`src/rtl/cond_pkg.sv`:
```
// Shared types for the NZCV condition evaluator: condition codes, FSM states
// and flag bit positions.
package cond_pkg;

   typedef enum logic [3:0] {
      EQ = 4'h0, NE = 4'h1, CS = 4'h2, CC = 4'h3,
      MI = 4'h4, PL = 4'h5, VS = 4'h6, VC = 4'h7,
      HI = 4'h8, LS = 4'h9, GE = 4'hA, LT = 4'hB,
      GT = 4'hC, LE = 4'hD, AL = 4'hE, NV = 4'hF
   } cond_e;

   typedef enum logic [1:0] {
      IDLE = 2'd0,
      WAIT = 2'd1,
      RESP = 2'd2
   } state_e;

   localparam int N_BIT = 3;
   localparam int Z_BIT = 2;
   localparam int C_BIT = 1;
   localparam int V_BIT = 0;

endpackage

```
`src/rtl/cond_decode.sv`:
```
// Purely combinational condition-code check against an NZCV nibble.
// Shared with the execute unit so both agree on the decode table.
module cond_decode
   import cond_pkg::*;
(
   input  logic [3:0] cond,
   input  logic [3:0] nzcv,
   output logic       pass
);

   logic n;
   logic z;
   logic c;
   logic v;

   assign n = nzcv[N_BIT];
   assign z = nzcv[Z_BIT];
   assign c = nzcv[C_BIT];
   assign v = nzcv[V_BIT];

   always_comb begin
      pass = 1'b0;
      case (cond_e'(cond))
         EQ: pass = z;
         NE: pass = !z;
         CS: pass = c;
         CC: pass = !c;
         MI: pass = n;
         PL: pass = !n;
         VS: pass = v;
         VC: pass = !v;
         HI: pass = c & !z;
         LS: pass = !c | z;
         GE: pass = (n == v);
         LT: pass = (n != v);
         GT: pass = !z & (n == v);
         LE: pass = z | (n != v);
         AL: pass = 1'b1;
         NV: pass = 1'b0;
      endcase
   end

endmodule

```
`src/rtl/cond_evaluator.sv`:
```
// Evaluates a conditional request against the architecturally current NZCV,
// snooping the flags write port to cover its two-cycle write-to-visible gap.
//
//   state | meaning
//   ------+-------------------------------------------------------------
//   IDLE  | ready for a request; evaluates immediately unless stalling
//   WAIT  | FORWARD=0 only: flag update in flight, wait for it to land
//   RESP  | result held on resp_* until the consumer takes it
module cond_evaluator
   import cond_pkg::*;
#(
   parameter int FORWARD = 1,
   parameter int TAG_W   = 4,
   parameter int CNT_W   = 16
)
(
   input  logic             CLOCK_50,
   input  logic             RESET_N,
   input  logic [3:0]       flags,
   input  logic [3:0]       NZCV,
   input  logic             CNTRL_update_en,
   input  logic             req_valid,
   input  logic [3:0]       req_cond,
   input  logic [TAG_W-1:0] req_tag,
   output logic             req_ready,
   output logic             resp_valid,
   output logic             resp_pass,
   output logic [TAG_W-1:0] resp_tag,
   input  logic             resp_ready,
   output logic [CNT_W-1:0] eval_count,
   output logic [CNT_W-1:0] stall_count
);

   state_e     state;
   state_e     state_nxt;
   logic       pipe0;
   logic [3:0] shadow;
   logic [3:0] cond_q;
   logic       pending;
   logic [3:0] eff_flags;
   logic [3:0] dec_cond;
   logic       dec_pass;
   logic       load_resp;
   logic       accept;

   assign pending = CNTRL_update_en | pipe0;

   // Newest in-flight write wins; the flags port is only trusted once both
   // pipeline slots are empty.
   always_comb begin
      eff_flags = flags;
      if (FORWARD != 0) begin
         if (CNTRL_update_en) begin
            eff_flags = NZCV;
         end else if (pipe0) begin
            eff_flags = shadow;
         end
      end
   end

   assign dec_cond = (state == IDLE) ? req_cond : cond_q;

   cond_decode u_decode (
      .cond (dec_cond),
      .nzcv (eff_flags),
      .pass (dec_pass)
   );

   assign req_ready  = (state == IDLE);
   assign resp_valid = (state == RESP);
   assign accept     = req_valid & req_ready;

   always_comb begin
      state_nxt = state;
      load_resp = 1'b0;
      case (state)
         IDLE: begin
            if (req_valid) begin
               if ((FORWARD == 0) && pending) begin
                  state_nxt = WAIT;
               end else begin
                  state_nxt = RESP;
                  load_resp = 1'b1;
               end
            end
         end
         WAIT: begin
            if (!pending) begin
               state_nxt = RESP;
               load_resp = 1'b1;
            end
         end
         RESP: begin
            if (resp_ready) begin
               state_nxt = IDLE;
            end
         end
         default: state_nxt = IDLE;
      endcase
   end

   always_ff @(posedge CLOCK_50 or negedge RESET_N) begin
      if (!RESET_N) begin
         state       <= IDLE;
         pipe0       <= 1'b0;
         shadow      <= 4'b0000;
         cond_q      <= 4'b0000;
         resp_pass   <= 1'b0;
         resp_tag    <= '0;
         eval_count  <= '0;
         stall_count <= '0;
      end else begin
         state <= state_nxt;
         pipe0 <= CNTRL_update_en;
         if (CNTRL_update_en) begin
            shadow <= NZCV;
         end
         if (accept) begin
            cond_q   <= req_cond;
            resp_tag <= req_tag;
         end
         if (load_resp) begin
            resp_pass <= dec_pass;
         end
         if ((state == WAIT) && (stall_count != {CNT_W{1'b1}})) begin
            stall_count <= stall_count + 1'b1;
         end
         if ((state == RESP) && resp_ready && (eval_count != {CNT_W{1'b1}})) begin
            eval_count <= eval_count + 1'b1;
         end
      end
   end

endmodule

```
`config.mk`:
```
export PLATFORM = sky130hd
export DESIGN_NAME = cond_evaluator
export DESIGN_NICKNAME = d
export VERILOG_FILES = /design/src/rtl/cond_pkg.sv /design/src/rtl/cond_decode.sv /design/src/rtl/cond_evaluator.sv
export SDC_FILE = /design/constraint.sdc
export NUM_CORES = 1
export LEC_CHECK = 0
export BUFFER_PORTS_ARGS = -buffer_cell sky130_fd_sc_hd__buf_2
export CAP_MARGIN = 40
export CORE_MARGIN = 5
export CORE_UTILIZATION = 30
export DETAILED_ROUTE_END_ITERATION = 8
export PLACE_DENSITY_LB_ADDON = 0.12
export SYNTH_ARGS = -nofsm -noshare
export SYNTH_HDL_FRONTEND = slang
export SYNTH_SLANG_ARGS = --single-unit
```
`constraint.sdc`:
```
create_clock -name CLOCK_50 -period 5.6 [get_ports CLOCK_50]
set_input_delay 0 -clock CLOCK_50 [delete_from_list [all_inputs] [get_ports CLOCK_50]]
set_output_delay 0 -clock CLOCK_50 [all_outputs]
set_load 0.03 [all_outputs]
```
Word level (Yosys, flattened, before mapping)
Index checks and enable logic that the tools add are counted.
- equal/unequal tests: 24
- reductions and logical operators: 10
- bitwise gates (word level): 6
- multiplexer cells: 11
- $add $sub $neg: 2
- operators by type and width (operator ; number):
    16-bit by 1-bit adder with 16-bit output (second input constant) ; 2
    4-bit == test (second input constant) ; 8
    16-bit != test (second input constant) ; 2
    4-bit by 3-bit == test with 1-bit output (second input constant) ; 4
    1-bit one-hot mux with 16 select lines ; 1
    4-bit two-way mux ; 3
    4-bit by 2-bit == test with 1-bit output (second input constant) ; 2
    2-bit two-way mux ; 3
    2-bit one-hot mux with 3 select lines ; 1
    4-bit by 1-bit == test with 1-bit output (second input constant) ; 1
    1-bit zero test ; 4
    4-bit zero test ; 1
    2-bit != test (second input constant) ; 2
    1-bit AND ; 3
    1-bit logical AND ; 3
    1-bit bitwise OR ; 3
    3-bit AND reduction ; 1
    2-bit by 1-bit == test with 1-bit output (second input constant) ; 1
    2-bit == test (second input constant) ; 1
    2-bit zero test ; 1
    1-bit two-way mux ; 2
    2-bit by 1-bit != test with 1-bit output (second input constant) ; 1
    1-bit one-hot mux with 2 select lines ; 1
    1-bit == test ; 1
    1-bit != test ; 1
- bits in registers: 48
- input bits: 21
- output and inout port bits: 39
- logic and storage cells: 61

Longest topological paths before layout
- depth after elaboration: 5
- gate-level depth with buffers: 7
- depth with buffers taken out: 7

Cells and area by module
From an unflattened synthesis, not the netlist that was laid out.
- cell total of the unflattened synthesis: 173
- area total of the unflattened synthesis: 1808.0 um2
- modules (own cells, without submodules) (module ; instances ; area an instance (um2) ; cells an instance ; seq. area each (um2)):
    cond_evaluator ; 1 ; 1652.8 ; 150 ; 775.7
    cond_decode ; 1 ; 155.1 ; 23 ; 0.0

Worst setup path before layout
Ideal clock, no wire load.
- path kind: reg-to-reg
- start: register eval_count[0]
- end: register eval_count[11]
- arrival time: 1816 ps
- path slack: 3651 ps
- cell stages (with the launch flop): 8
- period minus slack after synthesis: 1949 ps
- path through: dfrtp_1 -> ha_1 -> nand2_1 -> nor4_4 -> a21oi_4 -> nand2b_2 -> or4_1 -> xnor2_1
- word-level cells in the longest chain between the ends: 2
- ends and longest elaborated chain (item ; line ; text):
    from (decl) ; cond_evaluator.sv:30 ; output logic [CNT_W-1:0] eval_count,
    from (signal assigned) ; cond_evaluator.sv:129 ; eval_count <= eval_count + 1'b1;
    branches (longest 2 deep; another with 16-bit by 1-bit adder with 16-bit output) ; -- ;
Parallel ways; which one is timed is not known.
A chain may end at the register's enable or synchronous reset.

Worst setup path after layout
- start: register state[1]
- end: register resp_pass
- word-level cells in the longest chain between the ends: 4
- ends and longest elaborated chain (item ; line ; text):
    from (decl) ; cond_evaluator.sv:34 ; state_e state;
    from (signal assigned) ; cond_evaluator.sv:113 ; state <= state_nxt;
    2-bit zero test ; cond_evaluator.sv:61, cond_evaluator.sv:76 ;
    4-bit two-way mux ; cond_evaluator.sv:61 ; assign dec_cond = (state == IDLE) ? req_cond : cond_q;
    4-bit == test (tied with other cells) ; cond_decode.sv:23 ; case (cond_e'(cond))
    1-bit one-hot mux with 16 select lines ; cond_decode.sv:23 ;
    to (signal assigned) ; cond_evaluator.sv:123 ; resp_pass <= dec_pass;
    to (decl) ; cond_evaluator.sv:27 ; output logic resp_pass,
Parallel ways exist; a longest one is shown, timed or not.

==> impl_metrics.py <==
metrics = {
    "status": {
        "status": "finished clean",
    },
    "power_and_ir_drop": {
        "leakage_uw": 0.00105,
        "cellPowerDensity_nw_per_um2": 322,
        "peakVddDrop_v": 0.000217,
    },
    "worst_setup_path": {
        "worstPathArrival_ps": 2210,
        "startpoint_type": "register",
        "worst-setup-path-type": "reg2reg",
        "endpoint_kind": "register",
        "crit_slowest_cell": "dfrtp_1",
        "cp_data_required_time_ps": 5750,
        "critPathMaxStageDelay_ps": 630,
        "cp_top_family": "flip-flops",
        "r2r_slack_ps": 3530,
        "critPathMaxFanout": 14,
        "cp_cell_sequence": "mux2i_2, inv_1, mux2i_1, xor2_1, a221oi_1, o221ai_1",
        "cp.buffers_inverters": 1,
    },
    "floorplanning": {
        "fp.dieArea_um2": 7590,
        "coreArea_um2": 5850,
        "die_w_um": 87.1,
        "placementRows": 28,
        "die_h_um": 87.1,
        "io_pins": 60,
        "initial_core_util": 0.305,
    },
    "global_routing": {
        "grt_pass1_vias": 1365,
        "antenna_found_initial": 0,
        "grt_pass1_wl_um": 6360,
        "grt_overflow_total": 0,
        "track_usage": 0.107,
        "grt_max_degree": 32,
    },
    "detailed_routing": {
        "met3_length_um": 252,
        "dr.pass1.iters": 4,
        "drt_wl_total_um": 3720,
        "drcViolationCount": 0,
        "post_drt_wl_per_cell_um": 12.7,
        "wl_met2_um": 1770,
        "top_layer": "met4",
        "drt-met1-wl_um": 1650,
        "ant_nets": 0,
        "vias": 1303,
        "via_per_inst": 4.46,
        "initialDrtViolationCount": 37,
    },
    "finish": {
        "nNetsFinal": 238,
        "design_area_um2": 2230,
        "antenna_cells": 0,
        "area_growth_syn_to_layout_pct": 24.9,
        "drive_gt1_frac": 0.359,
    },
    "clock_tree": {
        "cts_tree": "done",
        "path_clk_slew_ps": 70,
        "clk_path_buf_depth": 2,
        "numCtsBuffers": 5,
        "root_buffer": "clkbuf_8",
        "insertion_delay_ps": 280,
        "htreeDepth": 2,
        "postCtsResizedCells": 0,
        "cts_setup_buffers": 0,
        "clock_sinks": 31,
    },
    "synthesis": {
        "yosysSeqAreaShare": 0.434,
        "synthCells": 155,
        "avgSynthCellArea_um2": 11.5,
        "postSynth.asyncResetShare": 1.00,
        "yosys.cell_types.count": 41,
        "yosys.area.top_type": "dfrtp_1",
        "synth.top_cells.by_area": "dfrtp_1 (43%), mux2_2 (11%), buf_4 (6.7%), xnor2_1 (5.4%), xor2_1 (2.9%)",
        "ys_warn_count": 0,
        "synth_top_area_share": 0.434,
        "syn_area_um2": 1790,
        "ys.flop_type": "dfrtp_1",
        "ys_ff_latch": 31,
        "synth-edff-count": 0,
    },
    "timing": {
        "setup_viol": 0,
        "slew_viol_final": 0,
        "worst_slew_pin_slew_ps": 701,
        "slew_headroom": 0.532,
        "setup-tns-final_ps": 0,
        "rsz0062_at_grt": "false",
        "fin_skew_ps": 7.30,
        "period_needed_ps": 2070,
        "hold_viol": 0,
        "fmax_ghz": 0.484,
        "min_period_over_period": 0.369,
        "hold_slack_ps": 42.5,
    },
    "placement": {
        "dpl.hpwl_um": 2850,
        "placed_area_um2": 2010,
        "port_buffers": 43,
        "place.gp.congestion": 0.886,
    },
    "worst_hold_path": {
        "hold_path_class": "in2reg",
    },
    "flow_run": {
        "max_cap_viol_count": 0,
    },
}
## kinds of logic (layout without fill, tap and decap cells)
kind of cell               count (synthesis)  after routing  share of synthesized area
AOI/OAI and AO/OA                         16             16                     0.0771
xor gates and xnor gates                  17             17                     0.0834
adders and majority gates                  1              1                    0.00701
buffers and inverters                     25             72                     0.0967
DFF                                       31             31                      0.434
muxes                                     25             25                      0.169
other                                      1             16                    0.00210
and+or+nand+nor                           39             39                      0.130
## layout make-up
class	count	area (µm²)
Inverter	6	22.5
Sequential cell	31	776
Fill cell	581	3620
Tap cell	75	93.8
Clock inverter	1	5.00
Clock buffer	7	76.3
Timing Repair Buffer	58	363
Multi-Input combinational cell	114	893
## cells in the mapped netlist (3+ instances only)
cell	count
nor2_1	7
nand2_1	12
nor2b_1	3
inv_1	6
xnor2_1	11
mux2_2	18
nand4_1	5
mux2i_1	4
dfrtp_1	31
nor3_1	3
xor2_1	6
buf_4	16
## flip-flops by register name, summed over array words and instances, names as in the netlist
register and count:
cond_q 4, eval_count 16, pipe0 1, resp_pass 1, resp_tag 4, shadow 4
state 1
## path summary, 6_finish.rpt
kind / to / cells after the start / startpoint
setup / recovery: resp_pass$_DFFE_PN0P_ / 6 / state[1]$_DFFE_PN0P_
hold / removal: cond_q[3]$_DFFE_PN0P_ / 2 / req_cond[3]
setup reg to reg: resp_pass$_DFFE_PN0P_ / 6 / state[1]$_DFFE_PN0P_
hold reg to reg: resp_tag[0]$_DFFE_PN0P_ / 1 / resp_tag[0]$_DFFE_PN0P_
max in group asynchronous: eval_count[13]$_DFFE_PN0P_ / 2 / RESET_N
min in group asynchronous: shadow[0]$_DFFE_PN0P_ / 2 / RESET_N
## power breakdown
part	switching, µW	internal [µW]
logic	151	95.1
clock network	80.8	87.1
registers	41.8	263
## metal layers
metal / up-vias / GRT usage
li1: 632 / -
met1: 627 / 0.138
met2: 38 / 0.168
met3: 6 / 0.0341
met4: 0 / 0.0377
met5: - / 0
## metrics by stage
stage | setup slack (ps) | instances | utilization | power [µW]
2_1_floorplan | 3650 | 170 | - | 491
3_3_place_gp | 3610 | 269 | 0.342 | 543
3_5_place_dp | 3530 | 270 | 0.343 | 551
4_1_cts | 3530 | 292 | 0.381 | 733
5_1_grt | 3320 | 292 | 0.381 | 769
6_report | 3530 | 292 | 0.381 | 719
## cells in the final DEF (no fill, tap or decap), types with 3 or more instances in the layout
| master | synthesis | layout |
|---|---|---|
| buf_2 | 1 | 43 |
| clkbuf_8 | 1 | 5 |
| conb_1 | 1 | 16 |
| dfrtp_1 | 31 | 31 |
| dlygate4sd3_1 | 0 | 14 |
| inv_1 | 6 | 6 |
| mux2_2 | 18 | 18 |
| mux2i_1 | 4 | 4 |
| nand2_1 | 12 | 12 |
| nand4_1 | 5 | 5 |
| nor2_1 | 7 | 7 |
| nor2b_1 | 3 | 3 |
| nor3_1 | 3 | 3 |
| xnor2_1 | 11 | 11 |
| xor2_1 | 6 | 6 |
## repair_timing
action	in CTS	in global routing
endpoints found under the setup margin	0	0
hold buffers	14	0
endpoints found under the hold margin	44	0
Note: power is estimated with default switching activity, not from simulation.
